[src/rtl/id_ex_operand_stage_pkg.sv]
// Shared types and constants for the ID/EX operand stage.
// ALU op codes, forwarding selects and the ID/EX register bundle.
package id_ex_operand_stage_pkg;

  localparam int DW = 32;
  localparam int RW = 5;
  localparam int CW = 4;

  localparam logic [CW-1:0] ALU_AND  = 4'b0000;
  localparam logic [CW-1:0] ALU_OR   = 4'b0001;
  localparam logic [CW-1:0] ALU_ADD  = 4'b0010;
  localparam logic [CW-1:0] ALU_XOR  = 4'b0011;
  localparam logic [CW-1:0] ALU_NOR  = 4'b0100;
  localparam logic [CW-1:0] ALU_SLL  = 4'b0101;
  localparam logic [CW-1:0] ALU_SUB  = 4'b0110;
  localparam logic [CW-1:0] ALU_LUI  = 4'b0111;
  localparam logic [CW-1:0] ALU_SLTU = 4'b1000;

  localparam logic [1:0] FWD_REG = 2'b00;
  localparam logic [1:0] FWD_WB  = 2'b01;
  localparam logic [1:0] FWD_MEM = 2'b10;

  typedef struct packed {
    logic          valid;
    logic          reg_write;
    logic          mem_to_reg;
    logic          mem_write;
    logic [CW-1:0] alu_ctrl;
    logic          alu_src;
    logic [DW-1:0] rd1;
    logic [DW-1:0] rd2;
    logic [RW-1:0] rs;
    logic [RW-1:0] rt;
    logic [RW-1:0] write_reg;
    logic [15:0]   imm;
    logic [DW-1:0] imm32;
  } id_ex_t;

endpackage

[src/rtl/id_ex_operand_stage_fwd_mux.sv]
// RAW forwarding for one EX source operand.
// MEM result beats WB result; register 0 is never forwarded.
module fwd_mux
  import id_ex_operand_stage_pkg::*;
(
  input  logic [RW-1:0] idx,
  input  logic [DW-1:0] reg_val,
  input  logic [DW-1:0] alu_out_m,
  input  logic [RW-1:0] write_reg_m,
  input  logic          reg_write_m,
  input  logic [DW-1:0] result_w,
  input  logic [RW-1:0] write_reg_w,
  input  logic          reg_write_w,
  output logic [DW-1:0] val
);

  logic [1:0] sel;

  always_comb begin
    sel = FWD_REG;
    if (reg_write_m && write_reg_m != '0 && write_reg_m == idx)
      sel = FWD_MEM;
    else if (reg_write_w && write_reg_w != '0 && write_reg_w == idx)
      sel = FWD_WB;
  end

  always_comb begin
    val = reg_val;
    unique case (sel)
      FWD_MEM: val = alu_out_m;
      FWD_WB:  val = result_w;
      default: val = reg_val;
    endcase
  end

endmodule

[src/rtl/id_ex_operand_stage.sv]
// ID/EX pipeline register with EX operand selection.
// Honours hazard-unit flush (bubble) and stall (hold).
module id_ex_operand_stage
  import id_ex_operand_stage_pkg::*;
(
  input  logic          clk,
  input  logic          rst_n,
  input  logic          StallE,
  input  logic          FlushE,
  input  logic          ValidD,
  input  logic [DW-1:0] RD1D,
  input  logic [DW-1:0] RD2D,
  input  logic [RW-1:0] RsD,
  input  logic [RW-1:0] RtD,
  input  logic [RW-1:0] RdD,
  input  logic [15:0]   ImmD,
  input  logic [CW-1:0] ALUCtrlD,
  input  logic          ALUSrcD,
  input  logic          ZeroExtD,
  input  logic          RegDstD,
  input  logic          RegWriteD,
  input  logic          MemtoRegD,
  input  logic          MemWriteD,
  input  logic [DW-1:0] ALUOutM,
  input  logic [RW-1:0] WriteRegM,
  input  logic          RegWriteM,
  input  logic [DW-1:0] ResultW,
  input  logic [RW-1:0] WriteRegW,
  input  logic          RegWriteW,
  output logic [DW-1:0] SrcAE,
  output logic [DW-1:0] SrcBE,
  output logic [CW-1:0] ALUCtrlE,
  output logic [DW-1:0] WriteDataE,
  output logic [RW-1:0] WriteRegE,
  output logic          RegWriteE,
  output logic          MemtoRegE,
  output logic          MemWriteE,
  output logic          ValidE,
  output logic [RW-1:0] RsE,
  output logic [RW-1:0] RtE
);

  id_ex_t e_q;
  id_ex_t d_in;
  logic [DW-1:0] fwd_a;
  logic [DW-1:0] fwd_b;

  always_comb begin
    d_in            = '0;
    d_in.valid      = ValidD;
    d_in.reg_write  = RegWriteD;
    d_in.mem_to_reg = MemtoRegD;
    d_in.mem_write  = MemWriteD;
    d_in.alu_ctrl   = ALUCtrlD;
    d_in.alu_src    = ALUSrcD;
    d_in.rd1        = RD1D;
    d_in.rd2        = RD2D;
    d_in.rs         = RsD;
    d_in.rt         = RtD;
    d_in.write_reg  = RegDstD ? RdD : RtD;
    d_in.imm        = ImmD;
    d_in.imm32      = ZeroExtD ? {16'h0, ImmD}
                               : {{16{ImmD[15]}}, ImmD};
  end

  // Flush only clears control; data fields are don't-care in a bubble.
  always_ff @(posedge clk or negedge rst_n) begin
    if (!rst_n) begin
      e_q <= '0;
    end else if (FlushE) begin
      e_q.valid      <= 1'b0;
      e_q.reg_write  <= 1'b0;
      e_q.mem_to_reg <= 1'b0;
      e_q.mem_write  <= 1'b0;
      e_q.alu_ctrl   <= '0;
    end else if (!StallE) begin
      e_q <= d_in;
    end
  end

  fwd_mux u_fwd_a (
    .idx         (e_q.rs),
    .reg_val     (e_q.rd1),
    .alu_out_m   (ALUOutM),
    .write_reg_m (WriteRegM),
    .reg_write_m (RegWriteM),
    .result_w    (ResultW),
    .write_reg_w (WriteRegW),
    .reg_write_w (RegWriteW),
    .val         (fwd_a)
  );

  fwd_mux u_fwd_b (
    .idx         (e_q.rt),
    .reg_val     (e_q.rd2),
    .alu_out_m   (ALUOutM),
    .write_reg_m (WriteRegM),
    .reg_write_m (RegWriteM),
    .result_w    (ResultW),
    .write_reg_w (WriteRegW),
    .reg_write_w (RegWriteW),
    .val         (fwd_b)
  );

  assign SrcAE = (e_q.alu_ctrl == ALU_LUI) ? {e_q.imm, 16'h0}
                                           : fwd_a;
  assign SrcBE      = e_q.alu_src ? e_q.imm32 : fwd_b;
  assign WriteDataE = fwd_b;
  assign ALUCtrlE   = e_q.alu_ctrl;
  assign WriteRegE  = e_q.write_reg;
  assign RegWriteE  = e_q.reg_write;
  assign MemtoRegE  = e_q.mem_to_reg;
  assign MemWriteE  = e_q.mem_write;
  assign ValidE     = e_q.valid;
  assign RsE        = e_q.rs;
  assign RtE        = e_q.rt;

endmodule
[config.mk]
export PLATFORM = sky130hd
export DESIGN_NAME = id_ex_operand_stage
export DESIGN_NICKNAME = d
export VERILOG_FILES = /design/src/rtl/id_ex_operand_stage_pkg.sv /design/src/rtl/id_ex_operand_stage_fwd_mux.sv /design/src/rtl/id_ex_operand_stage.sv
export SDC_FILE = /design/constraint.sdc
export NUM_CORES = 1
export LEC_CHECK = 0
export BUFFER_PORTS_ARGS = -buffer_cell sky130_fd_sc_hd__buf_4
export CORE_ASPECT_RATIO = 0.5
export CORE_MARGIN = 2
export CORE_UTILIZATION = 30
export CTS_BUF_LIST = sky130_fd_sc_hd__clkbuf_8
export DETAILED_ROUTE_END_ITERATION = 7
export PLACE_DENSITY_LB_ADDON = 0.08
export SYNTH_ARGS = -nofsm -noshare
export SYNTH_HDL_FRONTEND = slang
export SYNTH_SLANG_ARGS = --single-unit
[constraint.sdc]
create_clock -name clk -period 2.3 [get_ports clk]
set_clock_uncertainty 0.05 [all_clocks]
set_input_delay 0.115 -clock clk [delete_from_list [all_inputs] [get_ports clk]]
set_output_delay 0.115 -clock clk [all_outputs]
set_load 0.1 [all_outputs]
; ---- Yosys cells after proc, flatten, opt, wreduce, memory -nomap -nowiden
; Index checks and enable logic that the tools add are counted.
[op_classes]
n_eq_ne = 10
muxes = 12
n_bitwise = 2
n_reduce_logical = 9
[op_table]
columns = cell, count
row1 = 2-to-1 mux 136 bit, 1
row2 = case mux 32 bit (2 select lines), 2
row3 = 2-to-1 mux 32 bit, 3
row4 = == test 5 bit, 4
row5 = nonzero test 5 bit, 2
row6 = 2-to-1 mux 8 bit, 1
row7 = logical AND 1 bit, 6
row8 = 2-to-1 mux 5 bit, 1
row9 = == test 2 x 1 -> 1 bit (second input constant), 2
row10 = == test 2 bit (second input constant), 2
row11 = == test 4 x 3 -> 1 bit (second input constant), 1
row12 = 2-to-1 mux 2 bit, 2
row13 = 2-to-1 mux 1 bit, 2
row14 = inequality test 2 x 1 -> 1 bit (second input constant), 1
row15 = NOT 1 bit, 2
row16 = AND reduction 2 bit, 1
[word_totals]
reg_bits = 136
in_bits = 186
out_inout_bits = 119
wordCells = 46

; ---- Logic depth before layout (Yosys ltp)
[depth]
word_depth = 8
mapped_depth = 7
mapped_depth_nobuf = 5

; ---- Hierarchy
; From an unflattened synthesis, not the netlist that was laid out.
[unflattened]
cells_unflattened = 715
area_unflattened_um2 = 7982.7
[by_module_without_submodules]
columns = module, instances, cells_each, area_per_inst_um2, seq_area_each_um2
row1 = id_ex_operand_stage, 1, 355, 4942.2, 2627.5
row2 = fwd_mux, 2, 180, 1520.2, 0.0

; ---- Worst setup path before layout
; No wires, ideal clock.
[synth_timing]
kind = register to output
start = reg e_q (netlist bit RsE[2])
end = out SrcAE[27]
t_arrival_ns = 3.730
required_ns = 2.135
setup_slack_ns = -1.595
stages_incl_launch_ff = 6
n_path_buf = 1
cell_sequence = dfrtp_1 xor2_1 nor4_1 buf_2 a221oi_1 o21ai_0
[synth_via]
elab_chain_len = 7
word_cells_on_any_way = 10
classes_between = eq/ne (4) / mux (4) / reduce/logical (2)
[synth_rtl]
columns = item, line
row1 = start: declaration, id_ex_operand_stage.sv:43  ; id_ex_t e_q;
row2 = start signal: assignment, id_ex_operand_stage.sv:77  ; e_q <= d_in;
row3 = == test 5 bit, id_ex_operand_stage_fwd_mux.sv:23  ; else if (reg_write_w && write_reg_w != '0 && write_reg_w == idx)
row4 = logical AND 1 bit, id_ex_operand_stage_fwd_mux.sv:23
row5 = 2-to-1 mux 1 bit, id_ex_operand_stage_fwd_mux.sv:23
row6 = 2-to-1 mux 2 bit (*), id_ex_operand_stage_fwd_mux.sv:21  ; if (reg_write_m && write_reg_m != '0 && write_reg_m == idx)
row7 = == test 2 x 1 -> 1 bit or == test 2 bit (tied branches), id_ex_operand_stage_fwd_mux.sv:29  ; unique case (sel)
row8 = case mux 32 bit (2 select lines) (*), id_ex_operand_stage_fwd_mux.sv:29
row9 = 2-to-1 mux 32 bit (*), id_ex_operand_stage.sv:105  ; assign SrcAE = (e_q.alu_ctrl == ALU_LUI) ? {e_q.imm, 16'h0}
row10 = end: declaration, id_ex_operand_stage.sv:30  ; output logic [DW-1:0] SrcAE,
; Mark *: on every way between the ends. The rest lies on a longest branch, timed or not.

; ---- Worst setup path in the final report
[layout_timing]
start = reg e_q (netlist bit RtE[2])
end = out SrcBE[21]
[layout_via]
elab_chain_len = 7
word_cells_on_any_way = 10
classes_between = eq/ne (4) / mux (4) / reduce/logical (2)
[layout_rtl]
columns = item, line
row1 = == test 5 bit, id_ex_operand_stage_fwd_mux.sv:23
row2 = logical AND 1 bit, id_ex_operand_stage_fwd_mux.sv:23
row3 = 2-to-1 mux 1 bit, id_ex_operand_stage_fwd_mux.sv:23
row4 = 2-to-1 mux 2 bit (*), id_ex_operand_stage_fwd_mux.sv:21
row5 = == test 2 x 1 -> 1 bit or == test 2 bit (tied branches), id_ex_operand_stage_fwd_mux.sv:29
row6 = case mux 32 bit (2 select lines) (*), id_ex_operand_stage_fwd_mux.sv:29
row7 = 2-to-1 mux 32 bit (*), id_ex_operand_stage.sv:107  ; assign SrcBE = e_q.alu_src ? e_q.imm32 : fwd_b;
row8 = end: declaration, id_ex_operand_stage.sv:31  ; output logic [DW-1:0] SrcBE,
; Marks and branches as above.

==> flow_summary.ini <==
[finish]
layout_common_cells = buf_4, buf_12, dlygate4sd3_1, dfrtp_1, mux2_2
diodes = 0
drive_above_1_share_pct = 67.70
finalNetCount = 1342
area_delta_synth_final_pct = 129.8
final_common_cell = buf_4
nFillCells = 1432
fin_area_mm2 = 0.01474

[setup_path]
crit_fanout = 7
worstPathRequired_ns = 2.13
cpMaxStageDelayCell = or3b_4
critPathBufInv = 3
cp-end-kind = output pin
arrival_ns = 2.54
critPathMaxStageDelay_ns = 0.53
startpoint_type = register
crit_type = reg -> out
path_cells = xnor2_1 -> nand2_1 -> or3b_4 -> buf_12 -> a221oi_2 -> buf_4 -> o31ai_4 -> buf_12
worst_path_most_repeated_cell = buf_12
cp_top_family = simple AND/OR/NAND/NOR gates

[sta]
hold_viol = 0
fin_setup_tns_ns = -31.37
finalCriticalPeriod_ns = 2.705
rsz0062_at_grt = yes
slew_headroom_pct = 58.83
fmax_ghz = 0.3697
setup_ws_ns = -0.4050
tightest_slew_ns = 0.6161
fin_crit_sh_pct = 117.6
setup-violations-final = 96
drv_slew = 0

[pwr]
ir_drop_v = 0.0005395
p_seq_share_pct = 21.1
internal_power_mw = 5.789
p_leak_nw = 6.352
swShare_pct = 48.17
p_comb_share_pct = 65.6
clkPwrFrac_pct = 13.3
power_density_mw_per_mm2 = 757.7
switching_power_mw = 5.380
p_total_mw = 11.17

[clocking]
clk_pin_slew_worst_paths_ns = 0.10
h-tree-depth = 3
cts-buffers-inserted = 9
cts_tree = done
cts_sinks = 105
insertion_delay_ns = 0.39
cts-root-buf = clkbuf_8
cts.path.max_buffers = 2

[logic_synthesis]
syn_nets = 839
yosysWarnings = 0
netlist_instances = 653
ys_seq_area_share_pct = 40.96
synth-seq-cells = 105
syn_area_mm2 = 0.006415
synth_cell_types = 35
synth_area_per_cell_um2 = 9.824

[global_routing]
overflow = 0
grt_pass1_wl_um = 46320
antenna_found_initial = 0
grt_pass1_vias = 8015
track_usage_pct = 26.97
grt_max_degree = 41

[route]
wl_um = 30730
antenna_left = 0
wl_per_cell_um = 21.43
via_per_inst = 5.045
vias = 7235
drc = 0
first_pass_iters = 4
drt_iter0_markers = 339

[min_path]
hp-class = in -> reg

[floorplan]
num_io_pins = 305
die_w_um = 210.8
die_h_um = 107.4
core_mm2 = 0.02074
rows = 37
start_util_pct = 30.93
die-area_mm2 = 0.02264

[outcome]
status = finished with violations
violations = negative setup slack

[placement]
port_buffers = 304
detailed_place_hpwl_um = 20850
place.gp.congestion = 0.8110
place_area_mm2 = 0.01103
dp_slack_ns = -0.1089

[flow_run]
maxCapViolations = 0
-- cell families after synthesis --
| kind of cell | synth area share, % |
|---|---|
| multiplexers | 20.50 |
| AND/OR/NAND/NOR | 12.11 |
| flip-flops | 40.96 |
| buffers and inverters | 6.417 |
| XOR/XNOR | 2.731 |
| AO/OA/AOI/OAI | 17.28 |
-- power groups by stage --
stage	clock network [mW]	registers, mW	logic (mW)
finish	1.48	2.36	7.32
global route	1.60	2.40	7.54
CTS	1.51	2.35	7.22
detailed placement	0	2.37	5.87
global placement	0	2.37	5.84
floorplan	0	2.31	4.46
-- sequential cells by signal, summed over array words and instances, names as in the netlist --
signal,flops
RtE,5
RsE,5
ALUCtrlE,4
ValidE,1
e_q,82
WriteRegE,5
MemtoRegE,1
MemWriteE,1
RegWriteE,1
-- through the flow --
step / instances / utilization, % / hold slack, ns
after floorplan: 653 / - / -0.2306
after global placement: 1276 / 53.18 / 0.09761
after detailed placement: 1276 / 53.18 / 0.09687
after CTS: 1428 / 69.51 / 0.03532
after global routing: 1434 / 71.07 / 0.02325
final: 1434 / 71.07 / 0.05060
-- cell usage after synthesis --
library cell	instances	area (µm²)
or4_4	1	11.26
o31ai_1	32	240.2
buf_4	22	165.2
or4_1	1	7.510
o21ai_0	41	205.2
and4b_1	1	10.01
dfrtp_1	105	2628
o211ai_1	1	7.510
buf_1	3	11.26
mux2_2	91	1025
nand2_1	53	198.9
buf_6	3	33.78
xnor2_1	17	148.9
or2_2	1	6.260
a221oi_1	36	315.3
nor4_1	1	6.260
buf_2	14	70.07
nor2_1	99	371.6
xor2_1	3	26.28
nand4_1	2	12.51
nand3b_1	1	7.510
nor3_1	1	5.000
or3b_1	1	8.760
a221oi_2	12	180.2
or3_1	1	6.260
nand4bb_1	1	11.26
buf_8	1	15.01
clkbuf_1	31	116.4
nand4b_1	1	8.760
mux2i_1	29	290.3
a21oi_1	21	105.1
o21a_4	1	15.01
o21ai_1	8	40.04
nand3_1	1	5.000
and2_1	16	100.1
-- worst reg2reg max path, cell delays in order, from the launching register on --
cell and delay [ns]:
dfrtp_1 0.39, mux2i_1 0.15, nor2_1 0.05, dlygate4sd3_1 0.55
-- timing repair --
| action | CTS | global route |
|---|---|---|
| cloned | 5 | 3 |
| resized for setup | 425 | 45 |
| setup endpoints to repair | 96 | 96 |
| hold endpoints to repair | 142 | 0 |
| hold buffers | 110 | 0 |
| pin swaps | 23 | 85 |
| setup buffers | 28 | 7 |
-- per-layer routing --
layer,wire [µm],share of wire (%),global-route usage [%],up-vias
met5,0,0,0,-
met2,14910,49,45.83,221
met1,13560,44,35.83,3608
met4,413,1.3,5.835,0
li1,-,-,-,3377
met3,1844,6.0,5.163,29
-- final timing paths --
check | start | endpoint | slack, ns | cells past startpoint
worst max-delay path | RtE[2] | SrcBE[21] | -0.41 | 8
worst min-delay path | RegDstD | WriteRegE[2] | 0.05 | 3
worst max register to register | MemtoRegE | MemtoRegE | 0.99 | 3
worst min register to register | e_q[108] | e_q[108] | 0.47 | 1
max in group asynchronous | rst_n | e_q[127] | 1.28 | 3
min in group asynchronous | rst_n | WriteRegE[2] | 0.20 | 2
-- layout make-up --
type / instances / area, µm² / share of cell area (%)
repair buffers: 566 / 6203 / 42.08
flip-flops and latches: 105 / 2631 / 17.85
multi-input cells: 474 / 5310 / 36.02
clock buffers: 11 / 151.4 / 1.027
clock inverters: 5 / 102.6 / 0.6960
well taps: 273 / 341.6 / 2.317
Note: power is estimated with default switching activity, not from simulation.
